### src/rtl/infer_sched_pkg.sv
// Shared types and constants for the inference scheduler.
// The optional INFER_SCHED_PERF_EN build adds the latency monitor.
package infer_sched_pkg;

    typedef enum logic [1:0] {
        IDLE,
        COMPUTE,
        ARGMAX,
        PUSH
    } state_e;

    localparam logic [3:0] ERR_NUM         = 4'hF;
    localparam int         DEF_NUM_CLASSES = 10;
    localparam int         RES_W           = 5;

    function automatic logic [15:0] sat_inc16(input logic [15:0] v);
        return (v == 16'hFFFF) ? v : v + 16'd1;
    endfunction

endpackage

### src/rtl/sched_res_fifo.sv
// Result FIFO; an extra pointer bit separates full from empty.
module sched_res_fifo #(
    parameter int WIDTH = 5,
    parameter int DEPTH = 4
) (
    input  logic             clk,
    input  logic             rst_n,
    input  logic             push,
    input  logic [WIDTH-1:0] din,
    input  logic             pop,
    output logic [WIDTH-1:0] dout,
    output logic             empty,
    output logic             full
);

    localparam int AW = $clog2(DEPTH);

    logic [AW:0]      wr_q, wr_d;
    logic [AW:0]      rd_q, rd_d;
    logic [WIDTH-1:0] mem_q [DEPTH];
    logic             do_push;
    logic             do_pop;

    assign empty = (wr_q == rd_q);
    assign full  = (wr_q[AW] != rd_q[AW]) && (wr_q[AW-1:0] == rd_q[AW-1:0]);
    assign dout  = mem_q[rd_q[AW-1:0]];

    always_comb begin
        do_push = push && !full;
        do_pop  = pop && !empty;
        wr_d    = do_push ? wr_q + 1'b1 : wr_q;
        rd_d    = do_pop ? rd_q + 1'b1 : rd_q;
    end

    always_ff @(posedge clk or negedge rst_n) begin
        if (!rst_n) begin
            wr_q <= '0;
            rd_q <= '0;
            for (int i = 0; i < DEPTH; i++) begin
                mem_q[i] <= '0;
            end
        end else begin
            wr_q <= wr_d;
            rd_q <= rd_d;
            if (do_push) begin
                mem_q[wr_q[AW-1:0]] <= din;
            end
        end
    end

endmodule

### src/rtl/infer_sched.sv
// Single-image inference controller with timeout and result FIFO.
// Define INFER_SCHED_PERF_EN to add the last_latency output.
module infer_sched
    import infer_sched_pkg::*;
#(
    parameter int NUM_CLASSES    = DEF_NUM_CLASSES,
    parameter int TIMEOUT_CYCLES = 1023,
    parameter int FIFO_DEPTH     = 4
) (
    input  logic        clk,
    input  logic        GlobalReset,
    input  logic        Input_Valid,
    output logic        Input_Ready,
    output logic        layer_start,
    input  logic        cell_outputvalid,
    input  logic        am_valid,
    input  logic [3:0]  am_num,
    output logic        res_valid,
    input  logic        res_ready,
    output logic [3:0]  res_num,
    output logic        res_err,
    output logic        busy,
    output logic [15:0] img_count
`ifdef INFER_SCHED_PERF_EN
    ,
    output logic [15:0] last_latency
`endif
);

    localparam int TW = (TIMEOUT_CYCLES < 2) ? 1 : $clog2(TIMEOUT_CYCLES + 1);
    localparam logic [TW-1:0] TMO_LAST = TW'(TIMEOUT_CYCLES - 1);
    localparam logic [4:0] NC = 5'(NUM_CLASSES);

    state_e      state_q, state_d;
    logic [TW-1:0] cnt_q, cnt_d;
    logic [3:0]  num_q, num_d;
    logic        err_q, err_d;
    logic        layer_start_q, layer_start_d;
    logic [15:0] img_count_q, img_count_d;

    logic             accept;
    logic             timeout;
    logic             bad_class;
    logic             fifo_empty;
    logic             fifo_full;
    logic [RES_W-1:0] fifo_dout;

    assign Input_Ready = (state_q == IDLE) && !fifo_full;
    assign accept      = Input_Valid && Input_Ready;
    assign timeout     = (cnt_q >= TMO_LAST);
    assign bad_class   = ({1'b0, am_num} >= NC);
    assign layer_start = layer_start_q;
    assign busy        = (state_q != IDLE);
    assign img_count   = img_count_q;
    assign res_valid   = !fifo_empty;
    assign res_num     = fifo_dout[4:1];
    assign res_err     = fifo_dout[0];

    always_comb begin
        state_d       = state_q;
        cnt_d         = cnt_q;
        num_d         = num_q;
        err_d         = err_q;
        layer_start_d = 1'b0;
        img_count_d   = img_count_q;
        unique case (state_q)
            IDLE: begin
                if (accept) begin
                    state_d       = COMPUTE;
                    cnt_d         = '0;
                    layer_start_d = 1'b1;
                end
            end
            COMPUTE: begin
                cnt_d = timeout ? cnt_q : cnt_q + 1'b1;
                if (cell_outputvalid) begin
                    state_d = ARGMAX;
                end else if (timeout) begin
                    state_d = PUSH;
                    num_d   = ERR_NUM;
                    err_d   = 1'b1;
                end
            end
            ARGMAX: begin
                cnt_d = timeout ? cnt_q : cnt_q + 1'b1;
                // A result arriving on the timeout cycle still counts.
                if (am_valid) begin
                    state_d = PUSH;
                    num_d   = bad_class ? ERR_NUM : am_num;
                    err_d   = bad_class;
                end else if (timeout) begin
                    state_d = PUSH;
                    num_d   = ERR_NUM;
                    err_d   = 1'b1;
                end
            end
            PUSH: begin
                state_d     = IDLE;
                img_count_d = img_count_q + 16'd1;
            end
            default: state_d = IDLE;
        endcase
    end

    always_ff @(posedge clk or negedge GlobalReset) begin
        if (!GlobalReset) begin
            state_q       <= IDLE;
            cnt_q         <= '0;
            num_q         <= '0;
            err_q         <= 1'b0;
            layer_start_q <= 1'b0;
            img_count_q   <= '0;
        end else begin
            state_q       <= state_d;
            cnt_q         <= cnt_d;
            num_q         <= num_d;
            err_q         <= err_d;
            layer_start_q <= layer_start_d;
            img_count_q   <= img_count_d;
        end
    end

    sched_res_fifo #(
        .WIDTH(RES_W),
        .DEPTH(FIFO_DEPTH)
    ) u_fifo (
        .clk  (clk),
        .rst_n(GlobalReset),
        .push (state_q == PUSH),
        .din  ({num_q, err_q}),
        .pop  (res_valid && res_ready),
        .dout (fifo_dout),
        .empty(fifo_empty),
        .full (fifo_full)
    );

`ifdef INFER_SCHED_PERF_EN
    logic [15:0] lat_q, lat_d;
    logic [15:0] last_lat_q, last_lat_d;

    assign last_latency = last_lat_q;

    always_comb begin
        lat_d      = lat_q;
        last_lat_d = last_lat_q;
        if (accept) begin
            lat_d = '0;
        end else if (state_q == COMPUTE || state_q == ARGMAX) begin
            lat_d = sat_inc16(lat_q);
        end
        if (state_q == PUSH) begin
            last_lat_d = sat_inc16(lat_q);
        end
    end

    always_ff @(posedge clk or negedge GlobalReset) begin
        if (!GlobalReset) begin
            lat_q      <= '0;
            last_lat_q <= '0;
        end else begin
            lat_q      <= lat_d;
            last_lat_q <= last_lat_d;
        end
    end
`endif

endmodule

### config.mk
export PLATFORM = sky130hd
export DESIGN_NAME = infer_sched
export DESIGN_NICKNAME = d
export VERILOG_FILES = /design/src/rtl/infer_sched_pkg.sv /design/src/rtl/sched_res_fifo.sv /design/src/rtl/infer_sched.sv
export SDC_FILE = /design/constraint.sdc
export NUM_CORES = 1
export LEC_CHECK = 0
export BUFFER_PORTS_ARGS = -buffer_cell sky130_fd_sc_hd__buf_2
export CAP_MARGIN = 20
export CORE_UTILIZATION = 58
export DETAILED_ROUTE_END_ITERATION = 16
export PLACE_DENSITY = 0.9
export SYNTH_ARGS = -nofsm -noshare
export SYNTH_HDL_FRONTEND = slang
export SYNTH_HIERARCHICAL = 1
export SYNTH_SLANG_ARGS = --single-unit
### constraint.sdc
create_clock -name clk -period 3.2 [get_ports clk]
set_clock_uncertainty 0.1 [all_clocks]
set_input_delay 0.64 -clock clk [delete_from_list [all_inputs] [get_ports clk]]
set_output_delay 0.64 -clock clk [all_outputs]
set_load 0.05 [all_outputs]
After elaboration in Yosys (flattened, before gate mapping) --
Cells that the tools add are included.
Storage, ports and cells: logic and storage cells 73, output and inout bits 25, input bits 10, register bits after elaboration 60
Cells by class: mux-type cells 25, equality and inequality tests 9, reductions and logical operators 16, bitwise gates (word level) 2, $add $sub $neg 4, $lt $le $gt $ge 5
Operators by type and width (count):
- bitwise mux 20 bit | 1
- two-way mux 10 bit | 2
- case mux 10 bit (2 select lines) | 1
- adder 16 x 1 -> 16 bit (second input constant) | 1
- two-way mux 4 bit | 4
- two-way mux 5 bit | 3
- adder 10 x 1 -> 10 bit (second input constant) | 1
- binary-select mux 5 bit (select 2 bit) | 1
- demux 5 bit (select 2 bit) | 1
- >= comparator 10 bit (second input constant) | 1
- two-way mux 2 bit | 4
- case mux 2 bit (4 select lines) | 1
- case mux 4 bit (2 select lines) | 1
- logical AND 1 bit | 7
- adder 3 x 1 -> 3 bit (second input constant) | 2
- >= comparator 3 bit (second input constant) | 2
- != test 2 bit (second input constant) | 3
- NOT 2 -> 3 bit | 2
- nonzero test 2 bit | 3
- two-way mux 1 bit | 5
- equality test 2 bit (second input constant) | 2
- >= comparator 4 bit (second input constant) | 1
- equality test 3 bit | 1
- less-than comparator 3 x 1 -> 1 bit (second input constant) | 1
- 9 further kinds | 10

Longest topological paths before layout --
Gate-level depths: netlist (run 1).
depth in word-level cells 7, gate-level depth with buffers 8

Cells and area by module --
Netlist (run 1), hierarchy kept.
Modules (own cells, without submodules):
- infer_sched | area an instance 1757.9 um^2, times used 1, cells each 167
- sched_res_fifo | area an instance 1345.0 um^2, times used 1, cells each 93

Least setup slack after synthesis (run 1) --
No wires, ideal clock.
path type register to output, from register state_q[0], to output Input_Ready, cell stages (with the launch flop) 5, arrival 1.643 ns, path slack 0.817 ns, cells stage by stage dfrtp_1 > inv_1 > ha_1 > inv_1 > nor2_1
Between the ends: word-level cells in the longest chain between the ends 2
Ends and longest elaborated chain:
- start: declaration | RTL line infer_sched.sv:34 | state_e state_q, state_d;
- start signal: assignment | RTL line infer_sched.sv:114 | state_q <= state_d;
- zero test 2 bit | RTL line infer_sched.sv:48 | assign Input_Ready = (state_q == IDLE) && !fifo_full;
- logical AND 1 bit | RTL line infer_sched.sv:48
- end: declaration | RTL line infer_sched.sv:13 | output logic Input_Ready,
No other way between the ends.

Worst setup path after layout (run 1) --
from register u_fifo.rd_q[0], to output Input_Ready
Between the ends: word-level cells in the longest chain between the ends 4
Ends and longest elaborated chain:
- start: declaration | RTL line sched_res_fifo.sv:19 | logic [AW:0] rd_q, rd_d;
- start signal: assignment | RTL line sched_res_fifo.sv:44 | rd_q <= rd_d;
- equality test 2 bit | RTL line sched_res_fifo.sv:25 | assign full = (wr_q[AW] != rd_q[AW]) && (wr_q[AW-1:0] == rd_q[AW-1:0]);
- logical AND 1 bit | RTL line sched_res_fifo.sv:25
- named net fifo_full | RTL line infer_sched.sv:45 | logic fifo_full;
- zero test 1 bit | RTL line infer_sched.sv:48
- logical AND 1 bit | RTL line infer_sched.sv:48
The timed path passes the listed nets, and every way through them passes these cells.

==> results of run 1 <==
-- cell families (layout without fill, tap and decap cells) --
kind of cell | count (synthesis) | count (layout) | synth area share, %
compound gates | 42 | 42 | 11.2
buf+inv | 18 | 66 | 2.30
flops | 60 | 60 | 48.4
mux | 31 | 31 | 12.9
xor+xnor | 23 | 23 | 7.34
fa+ha+maj | 14 | 14 | 5.65
simple gates | 72 | 72 | 12.2
-- Yosys cell counts (2+ instances only) --
master / n / area share, %
sky130_fd_sc_hd__xnor2_1: 14 / 4.0
sky130_fd_sc_hd__buf_2: 3 / 0.48
sky130_fd_sc_hd__o22ai_1: 2 / 0.40
sky130_fd_sc_hd__nand2b_1: 2 / 0.40
sky130_fd_sc_hd__ha_1: 14 / 5.6
sky130_fd_sc_hd__inv_1: 15 / 1.8
sky130_fd_sc_hd__o311ai_0: 2 / 0.56
sky130_fd_sc_hd__nor2_1: 7 / 0.85
sky130_fd_sc_hd__mux4_2: 5 / 3.6
sky130_fd_sc_hd__nor2b_1: 3 / 0.60
sky130_fd_sc_hd__or2_2: 3 / 0.60
sky130_fd_sc_hd__a31oi_1: 2 / 0.40
sky130_fd_sc_hd__xor2_1: 7 / 2.0
sky130_fd_sc_hd__a31oi_2: 3 / 1.2
sky130_fd_sc_hd__dfrtp_1: 60 / 48
sky130_fd_sc_hd__nand4_1: 8 / 1.6
sky130_fd_sc_hd__a211oi_1: 2 / 0.48
sky130_fd_sc_hd__o21ai_0: 8 / 1.3
sky130_fd_sc_hd__o22a_1: 4 / 1.1
sky130_fd_sc_hd__a21oi_1: 4 / 0.65
sky130_fd_sc_hd__or4_1: 2 / 0.48
sky130_fd_sc_hd__mux2i_1: 4 / 1.3
sky130_fd_sc_hd__nand2_1: 21 / 2.5
sky130_fd_sc_hd__and3_1: 2 / 0.40
sky130_fd_sc_hd__nor3_1: 6 / 0.97
sky130_fd_sc_hd__o31ai_1: 5 / 1.2
sky130_fd_sc_hd__mux2_2: 22 / 8.0
sky130_fd_sc_hd__nand3_1: 12 / 1.9
-- path summary, 6_finish.rpt --
path,endpoint,cells after the start
max,Input_Ready,4
min,img_count[6]$_DFFE_PN0P_,2
max reg2reg,cnt_q[5]$_DFFE_PN0P_,6
min reg2reg,img_count[15]$_DFFE_PN0P_,1
max in group asynchronous,u_fifo/rd_q[0]$_DFFE_PN0P_,2
min in group clk,img_count[15]$_DFFE_PN0P_,1
-- metrics by stage --
| stage | cells | instance area, um^2 |
|---|---|---|
| 6_report | 378 | 3570 |
| 5_1_grt | 378 | 3570 |
| 3_3_place_gp | 362 | 3350 |
| 2_1_floorplan | 260 | 3100 |
| 4_1_cts | 378 | 3570 |
| 3_5_place_dp | 362 | 3350 |
-- registers in the layout, summed over array words and instances, names as in the netlist --
name and count:
num_q 4, u_fifo/mem_q 20, layer_start 1, cnt_q 10
u_fifo/rd_q 3, img_count 16, u_fifo/wr_q 3, err_q 1
state_q 2
-- cell type report --
class	count	area [um^2]
Fill cell	379	1570
Multi-Input combinational cell	182	1530
Sequential cell	60	1500
Clock buffer	13	179
Timing Repair Buffer	35	178
Tap cell	70	87.6
Inverter	15	56.3
Clock inverter	3	42.5
-- report_power, final --
part           leakage [nW]  internal (W)  switching [W]  total [W]
logic                 0.782      0.000595        0.00104    0.00163
registers             0.768       0.00101       0.000308    0.00132
clock network         0.112      0.000444       0.000293   0.000737
-- worst max-delay path, cell delays in order (launching register included) --
cell,delay [ns]
sky130_fd_sc_hd__dfrtp_1,0.67
sky130_fd_sc_hd__xor2_1,0.21
sky130_fd_sc_hd__nor3_1,0.44
sky130_fd_sc_hd__nor2_1,0.07
sky130_fd_sc_hd__buf_2,0.22
-- per-layer routing --
| metal | global-route usage (%) | up-vias | routed length [um] |
|---|---|---|---|
| li1 | - | 1046 | - |
| met1 | 32.7 | 1098 | 2660 |
| met2 | 38.4 | 75 | 3020 |
| met3 | 5.76 | 9 | 365 |
| met4 | 9.47 | 0 | 82 |
| met5 | 0 | - | 0 |
==> Implementation_results.wiki, run 1 <==
{| class="wikitable"
! Metric !! Value
|-
| Antenna violations before repair || 0
|-
| Startpoint class of the critical path || flop
|-
| Power per cell area || between 1000 and 1500 mW/mm^2
|-
| Most common cell after layout, fill and taps aside || sky130_fd_sc_hd__dfrtp_1
|-
| Minimum setup slack in the final design || 0.518 ns
|-
| Worst R2R Start || u_fifo/rd_q[0]$_DFFE_PN0P_
|-
| Setup slack after placement || slightly above 0.7 ns
|-
| Antenna Nets Post-Route || 0
|-
| Crit-path max FO || 12
|-
| Clock Tree Buf Depth || 2
|-
| Worst Path Required || 2.46 ns
|-
| Max transition margin || 51.0%
|-
| Via count of the first global-routing pass || 2094
|-
| Count of input and output buffers || 34
|-
| Actual slew at the worst max-slew pin || 0.727 ns
|-
| Net total in the final layout || 327
|-
| CTS buffer count || 9
|-
| Area growth from synthesis to layout || 15.2%
|-
| Cell chosen for the clock root || sky130_fd_sc_hd__clkbuf_8
|-
| Tightest Hold Check Type || primary input to async pin
|-
| Std-Cell Rows || 26
|-
| Count of hold-fix buffers inserted at cts || 0
|-
| Largest net degree at the start of global routing || a little over 60
|-
| Layout cell share with drive strength beyond 1 || 29.5%
|-
| # clock sinks || 60
|-
| Post-synthesis instance area || 0.00310 mm^2
|-
| Core footprint || 0.00514 mm^2
|-
| Final sum of negative setup slack || 0 ns
|-
| Ports || 35
|-
| Die Span Y || between 70 and 80 um
|-
| Resized cells post-CTS || 0
|-
| Drt wl/cell || 16.2 um
|-
| Number of max-capacitance violations reported || 0
|-
| Final setup violation count || 0
|-
| Pre-Repair DR Iteration Count || 4
|-
| Peak VDD IR || 0.509 mV
|-
| GRT overflow || 0
|-
| Width of the chip || 75.1 um
|-
| Clock latency of the later-clocked register in the worst-skew pair || 0.33 ns
|-
| DRC errors left || 0
|-
| Die area || 0.00565 mm^2
|-
| Sum of net half-perimeters after detailed placement || 4350 um
|-
| Routed wire length || 6120 um
|-
| Global router's overall resource usage || approximately a quarter
|-
| Post-Synthesis Net Count || 284
|-
| Number of levels the H-tree was split into || 3
|-
| CTS tree || done
|-
| Clock period minus worst slack || 2.68 ns
|-
| Share of the core filled with cells in the final layout || slightly below 70%
|-
| DR vias || 2228
|-
| Syn avg cell area || 11.9 um^2
|-
| Synth unique cells || 46
|-
| Final Slew Violations || 0
|-
| Launch point of the critical path || u_fifo/rd_q[0]$_DFFE_PN0P_
|-
| Gpl congestion || about 0.94
|-
| Effective utilization at floorplan || between 60% and 70%
|-
| Post-CTS Repair Setup Buffers || 0
|-
| Seq/Total Area, Yosys || about half
|-
| Capturing element type of the critical path || output port
|-
| Data arrival at the endpoint of the critical path || between 1.5 and 2 ns
|-
| Status || finished, final reports clean
|-
| Commonest non-fill, non-tap cells in the layout || sky130_fd_sc_hd__dfrtp_1 (60), sky130_fd_sc_hd__buf_2 (34), sky130_fd_sc_hd__mux2_2 (22)
|-
| Static Leakage || approximately 1.7 nW
|-
| Post-synthesis sequential element count || 60
|-
| Clock slew at the register clock pins of the worst setup and hold paths || roughly 0.06 ns
|-
| RSZ-0062 raised after global routing || false
|-
| Number of enable flip-flop cells after synthesis || 0
|-
| Hold slack final || roughly 0.35 ns
|-
| Worst R2R Setup Slack || 0.73 ns
|-
| Most common flop cell mapped by yosys || sky130_fd_sc_hd__dfrtp_1
|-
| Final antenna diode count || 0
|-
| Final hold violation count || 0
|-
| Type of the worst setup path || flop to output port
|-
| Share of the clock period used by the worst path || 83.8%
|-
| Synthesized netlist cell count || 260
|-
| Post-detailed-route via-to-cell ratio || 5.89
|-
| Sum of internal, switching and leakage power || around 0.0037 W
|-
| Synthesis warning total || 6
|-
| Async S/R FF share, synth || 100%
|-
| First-pass GRT wire length || 9940 um
|-
| Achievable frequency || 373 MHz
|-
| Drt initial violations || between 100 and 150
|}
Power figures use the tool's default switching activity.
==> run 2: changes to the inputs <==
--- a/config.mk
+++ b/config.mk
@@ -5,11 +5,12 @@
 export SDC_FILE = /design/constraint.sdc
 export NUM_CORES = 1
 export LEC_CHECK = 0
+export ABC_AREA = 1
 export BUFFER_PORTS_ARGS = -buffer_cell sky130_fd_sc_hd__buf_2
 export CAP_MARGIN = 20
-export CORE_UTILIZATION = 58
+export CORE_UTILIZATION = 53
 export DETAILED_ROUTE_END_ITERATION = 16
-export PLACE_DENSITY = 0.9
+export PLACE_DENSITY = 0.87
 export SYNTH_ARGS = -nofsm -noshare
 export SYNTH_HDL_FRONTEND = slang
 export SYNTH_HIERARCHICAL = 1
==> constraint.sdc (replaced) <==
create_clock -name clk -period 2.36 [get_ports clk]
set_clock_uncertainty 0.1 [all_clocks]
set_input_delay 0.472 -clock clk [delete_from_list [all_inputs] [get_ports clk]]
set_output_delay 0.472 -clock clk [all_outputs]
set_load 0.05 [all_outputs]
==> run 2 against run 1 <==
Effect of this change: die area rose by 21%; register-to-register slack got worse by 0.27 ns; design area rose by 8.4%; critical endpoint is now res_num[2]; count of clock-buffer cells in the layout fell by 1; sequential power rose by 29%; global-route usage fell by 0.22 points; highest routed layer unchanged; final cell count rose by 44%.
==> Implementation_results.wiki, run 2 <==
{| class="wikitable"
! Metric !! Value
|-
| Die Span Y || 82.6 um (was 75.1 um)
|-
| Slowest-stage cell, CP || sky130_fd_sc_hd__dfrtp_2 (was sky130_fd_sc_hd__dfrtp_1)
|-
| Clock network power share || 19.1% (was 20.0%)
|-
| Synth unique cells || 32 (was 46)
|-
| Post-synthesis sequential element count || 60 (unchanged)
|-
| Sum of internal, switching and leakage power || 0.00491 W (was 0.00369 W)
|-
| Hold slack final || 0.0266 ns (was 0.350 ns)
|-
| Most common library cells after synthesis || sky130_fd_sc_hd__nand2_1 (135), sky130_fd_sc_hd__dfrtp_1 (60), sky130_fd_sc_hd__inv_1 (39) (was sky130_fd_sc_hd__dfrtp_1 (60), sky130_fd_sc_hd__mux2_2 (22), sky130_fd_sc_hd__nand2_1 (21))
|-
| Syn avg cell area || 8.06 um^2 (was 11.9 um^2)
|-
| Clock latency of the later-clocked register in the worst-skew pair || 0.34 ns (was 0.33 ns)
|-
| Most used standard cell by instance count after synthesis || sky130_fd_sc_hd__nand2_1 (was sky130_fd_sc_hd__dfrtp_1)
|-
| DR vias || 2930 (was 2228)
|-
| Post-Synthesis Net Count || 451 (was 284)
|-
| Internal power component || 0.00253 W (was 0.00205 W)
|-
| Layout cell share with drive strength beyond 1 || 20.8% (was 29.5%)
|-
| GRT overflow || 0 (unchanged)
|-
| Final sum of negative setup slack || 0 ns (unchanged)
|-
| Area share of the largest cell type after synthesis || 43.6% (was 48.4%)
|-
| # clock sinks || 60 (unchanged)
|-
| Max transition margin || 61.3% (was 51.0%)
|-
| Capturing element type of the critical path || output port (unchanged)
|-
| RSZ-0062 raised after global routing || false (unchanged)
|-
| Achievable frequency || 439 MHz
|-
| Worst Path Required || 1.79 ns (was 2.46 ns)
|-
| Number of max-capacitance violations reported || 0 (unchanged)
|-
| Status || finished, final reports clean (unchanged)
|-
| Effective utilization at floorplan || 56.4% (was 60.4%)
|-
| Ports || 35 (unchanged)
|-
| Startpoint class of the critical path || flop (unchanged)
|-
| Worst R2R Start || state_q[1]$_DFFE_PN0P_ (was u_fifo/rd_q[0]$_DFFE_PN0P_)
|-
| Largest register FFs || 20 (unchanged)
|-
| Largest net degree at the start of global routing || 30 (was 61)
|-
| Core footprint || 0.00610 mm^2 (was 0.00514 mm^2)
|-
| GR Util met3 || 4.95% (was 5.76%)
|-
| Synthesized netlist cell count || 427 (was 260)
|-
| Drt wl/cell || 12.8 um (was 16.2 um)
|-
| Data arrival at the endpoint of the critical path || 1.70 ns (was 1.94 ns)
|-
| Sequential cell fraction of total power || 34.6% (was 35.7%)
|-
| Drt initial violations || 272 (was 126)
|-
| CTS tree || done (unchanged)
|-
| Count of hold-fix buffers inserted at cts || 0 (unchanged)
|-
| Antenna Nets Post-Route || 0 (unchanged)
|-
| Static Leakage || 2.05 nW (was 1.66 nW)
|-
| DRC errors left || 0 (unchanged)
|-
| Net total in the final layout || 490 (was 327)
|-
| Endpoint of the worst-slack reg-to-reg timing path || u_fifo/mem_q[13]$_DFFE_PN0P_ (was cnt_q[5]$_DFFE_PN0P_)
|-
| Sum of net half-perimeters after detailed placement || 5140 um (was 4350 um)
|-
| Width of the chip || 82.6 um (was 75.1 um)
|-
| Global router's overall resource usage || 24.1% (was 24.3%)
|-
| CP top delay family || buffers and inverters (was flip-flops)
|-
| Share of the core filled with cells in the final layout || 63.6% (was 69.5%)
|-
| Final setup violation count || 0 (unchanged)
|-
| Final Slew Violations || 0 (unchanged)
|-
| Peak per-stage delay on the critical path || 0.49 ns (was 0.67 ns)
|-
| Number of enable flip-flop cells after synthesis || 0 (unchanged)
|-
| Count of input and output buffers || 34 (unchanged)
|-
| Gate power share || 46.3% (was 44.3%)
|-
| Std-Cell Rows || 28 (was 26)
|-
| Instance area after placement || 0.00367 mm^2 (was 0.00335 mm^2)
|-
| Crit-path max FO || 14 (was 12)
|-
| CTS buffer count || 9 (unchanged)
|-
| Async S/R FF share, synth || 100% (unchanged)
|-
| Final design area excluding fillers || 0.00388 mm^2 (was 0.00357 mm^2)
|-
| Die area || 0.00682 mm^2 (was 0.00565 mm^2)
|-
| Routed wire length || 6970 um (was 6120 um)
|-
| Share of the clock period used by the worst path || 96.5%
|-
| Cell chosen for the clock root || sky130_fd_sc_hd__clkbuf_8 (unchanged)
|-
| Met1 track utilization from global routing || 30.8% (was 32.7%)
|-
| Largest register by flop count || u_fifo/mem_q (unchanged)
|-
| CP cell instances || inv_1 -> o21ai_0 -> o22ai_1 -> buf_2 (was xor2_1 -> nor3_1 -> nor2_1 -> buf_2)
|-
| Area growth from synthesis to layout || 12.7% (was 15.2%)
|-
| Via count of the first global-routing pass || 2810 (was 2094)
|-
| Most common flop cell mapped by yosys || sky130_fd_sc_hd__dfrtp_1 (unchanged)
|-
| Synthesis warning total || 6 (unchanged)
|-
| Pre-Repair DR Iteration Count || 5 (was 4)
|-
| First-pass GRT wire length || 12300 um (was 9940 um)
|-
| Tightest Hold Check Type || primary input to async pin (unchanged)
|-
| Final hold violation count || 0 (unchanged)
|-
| Power per cell area || 1270 mW/mm^2 (was 1030 mW/mm^2)
|-
| Post-synth top area cell || sky130_fd_sc_hd__dfrtp_1 (unchanged)
|-
| Final antenna diode count || 0 (unchanged)
|-
| Most common cell after layout, fill and taps aside || sky130_fd_sc_hd__nand2_1 (was sky130_fd_sc_hd__dfrtp_1)
|-
| Clock Tree Buf Depth || 2 (unchanged)
|-
| Peak VDD IR || 1.44 mV (was 0.509 mV)
|-
| Post-CTS Repair Setup Buffers || 0 (unchanged)
|-
| Worst R2R Setup Slack || 0.46 ns (was 0.73 ns)
|-
| Layer with the highest usage after global routing || met2 (unchanged)
|-
| Clock slew at the register clock pins of the worst setup and hold paths || 0.07 ns (was 0.06 ns)
|-
| Type of the worst setup path || flop to output port (unchanged)
|-
| Number of cells on the worst reg-to-reg path || 5 (was 6)
|-
| Switching share of power || 48.5% (was 44.5%)
|-
| Critical path buffers and inverters || 2 (was 1)
|-
| Seq/Total Area, Yosys || 43.6% (was 48.4%)
|-
| Antenna violations before repair || 0 (unchanged)
|-
| Gpl congestion || 0.895 (was 0.936)
|-
| Met2 Usage GRT || 38.6% (was 38.4%)
|-
| Most area-consuming cells after synthesis || sky130_fd_sc_hd__dfrtp_1 (44%), sky130_fd_sc_hd__nand2_1 (15%), sky130_fd_sc_hd__ha_1 (5.1%), sky130_fd_sc_hd__inv_1 (4.3%), sky130_fd_sc_hd__nand4_1 (4.2%) (was sky130_fd_sc_hd__dfrtp_1 (48%), sky130_fd_sc_hd__mux2_2 (8.0%), sky130_fd_sc_hd__ha_1 (5.6%), sky130_fd_sc_hd__xnor2_1 (4.0%), sky130_fd_sc_hd__mux4_2 (3.6%))
|-
| Clock period minus worst slack || between 2 and 2.5 ns
|-
| Switching power summed over all nets || 0.00238 W (was 0.00164 W)
|-
| Commonest non-fill, non-tap cells in the layout || sky130_fd_sc_hd__nand2_1 (135), sky130_fd_sc_hd__dfrtp_1 (59), sky130_fd_sc_hd__inv_1 (39) (was sky130_fd_sc_hd__dfrtp_1 (60), sky130_fd_sc_hd__buf_2 (34), sky130_fd_sc_hd__mux2_2 (22))
|-
| Number of levels the H-tree was split into || 3 (unchanged)
|-
| Resized cells post-CTS || 0 (unchanged)
|-
| Post-detailed-route via-to-cell ratio || 5.37 (was 5.89)
|-
| Post-synthesis instance area || 0.00344 mm^2 (was 0.00310 mm^2)
|-
| Actual slew at the worst max-slew pin || 0.580 ns (was 0.727 ns)
|}
-- run 2: cell count changes in the layout (fill, tap and decap cells not counted), sizes merged, moves of 6 or more --
| cell | delta |
|---|---|
| inv | +32 |
| nand2 | +127 |
| nand4 | +17 |
| xnor2 | -7 |
| nor2 | +37 |
| o21ai | +13 |
| mux2 | -22 |
| nor3 | -6 |
| nand3 | +11 |
| a31oi | -6 |
-- run 2: power groups by stage --
stage	sequential [W]	combinational, W	clock (W)
3_3_place_gp	0.00169	0.00218	0
5_1_grt	0.00174	0.00251	0.000997
6_report	0.00170	0.00227	0.000936
4_1_cts	0.00169	0.00227	0.000957
2_1_floorplan	0.00173	0.00178	0
3_5_place_dp	0.00170	0.00225	0
-- run 2: worst max-delay path by stage --
stage,from,to,slack (ns),cells past startpoint
after floorplan,u_fifo/rd_q[0]$_DFFE_PN0P_,res_err,0.20,4
after global placement,u_fifo/rd_q[0]$_DFFE_PN0P_,res_err,0.52,4
after detailed placement,u_fifo/rd_q[0]$_DFFE_PN0P_,res_num[1],0.43,4
after CTS,u_fifo/rd_q[0]$_DFFE_PN0P_,res_num[1],0.04,4
after global routing,u_fifo/rd_q[1]$_DFFE_PN0P_,Input_Ready,0.006,7
final,u_fifo/rd_q[0]$_DFFE_PN0P_,res_num[2],0.08,4
-- run 2: layout make-up --
| cell class | count | area, um^2 |
|---|---|---|
| multi-input combinational | 309 | 1680 |
| fill | 490 | 2220 |
| clock inverter | 4 | 47.5 |
| tap | 75 | 93.8 |
| inverter | 47 | 176 |
| sequential | 60 | 1500 |
| timing repair buffer | 39 | 220 |
| clock buffer | 12 | 155 |
-- run 2: metal layers --
layer	share of wire, %	vias to the layer above
met4	2.8	0
met5	0	-
met2	46	103
met3	5.7	25
met1	46	1361
li1	-	1441
-- run 2: kinds of logic (layout without fill, tap and decap cells) --
| logic type | after synthesis | count (layout) | share of synthesized area (%) |
|---|---|---|---|
| compound gates | 35 | 35 | 6.51 |
| xor+xnor | 17 | 17 | 4.33 |
| fa+ha+maj | 14 | 14 | 5.09 |
| buf+inv | 58 | 102 | 7.53 |
| flops | 60 | 60 | 43.6 |
| simple gates | 243 | 243 | 32.9 |
-- run 2: through the flow --
step | worst slack (ns) | cells
2_1_floorplan | 0.195 | 427
6_report | 0.0836 | 546
5_1_grt | 0.00641 | 546
3_3_place_gp | 0.521 | 530
4_1_cts | 0.0447 | 546
3_5_place_dp | 0.432 | 530
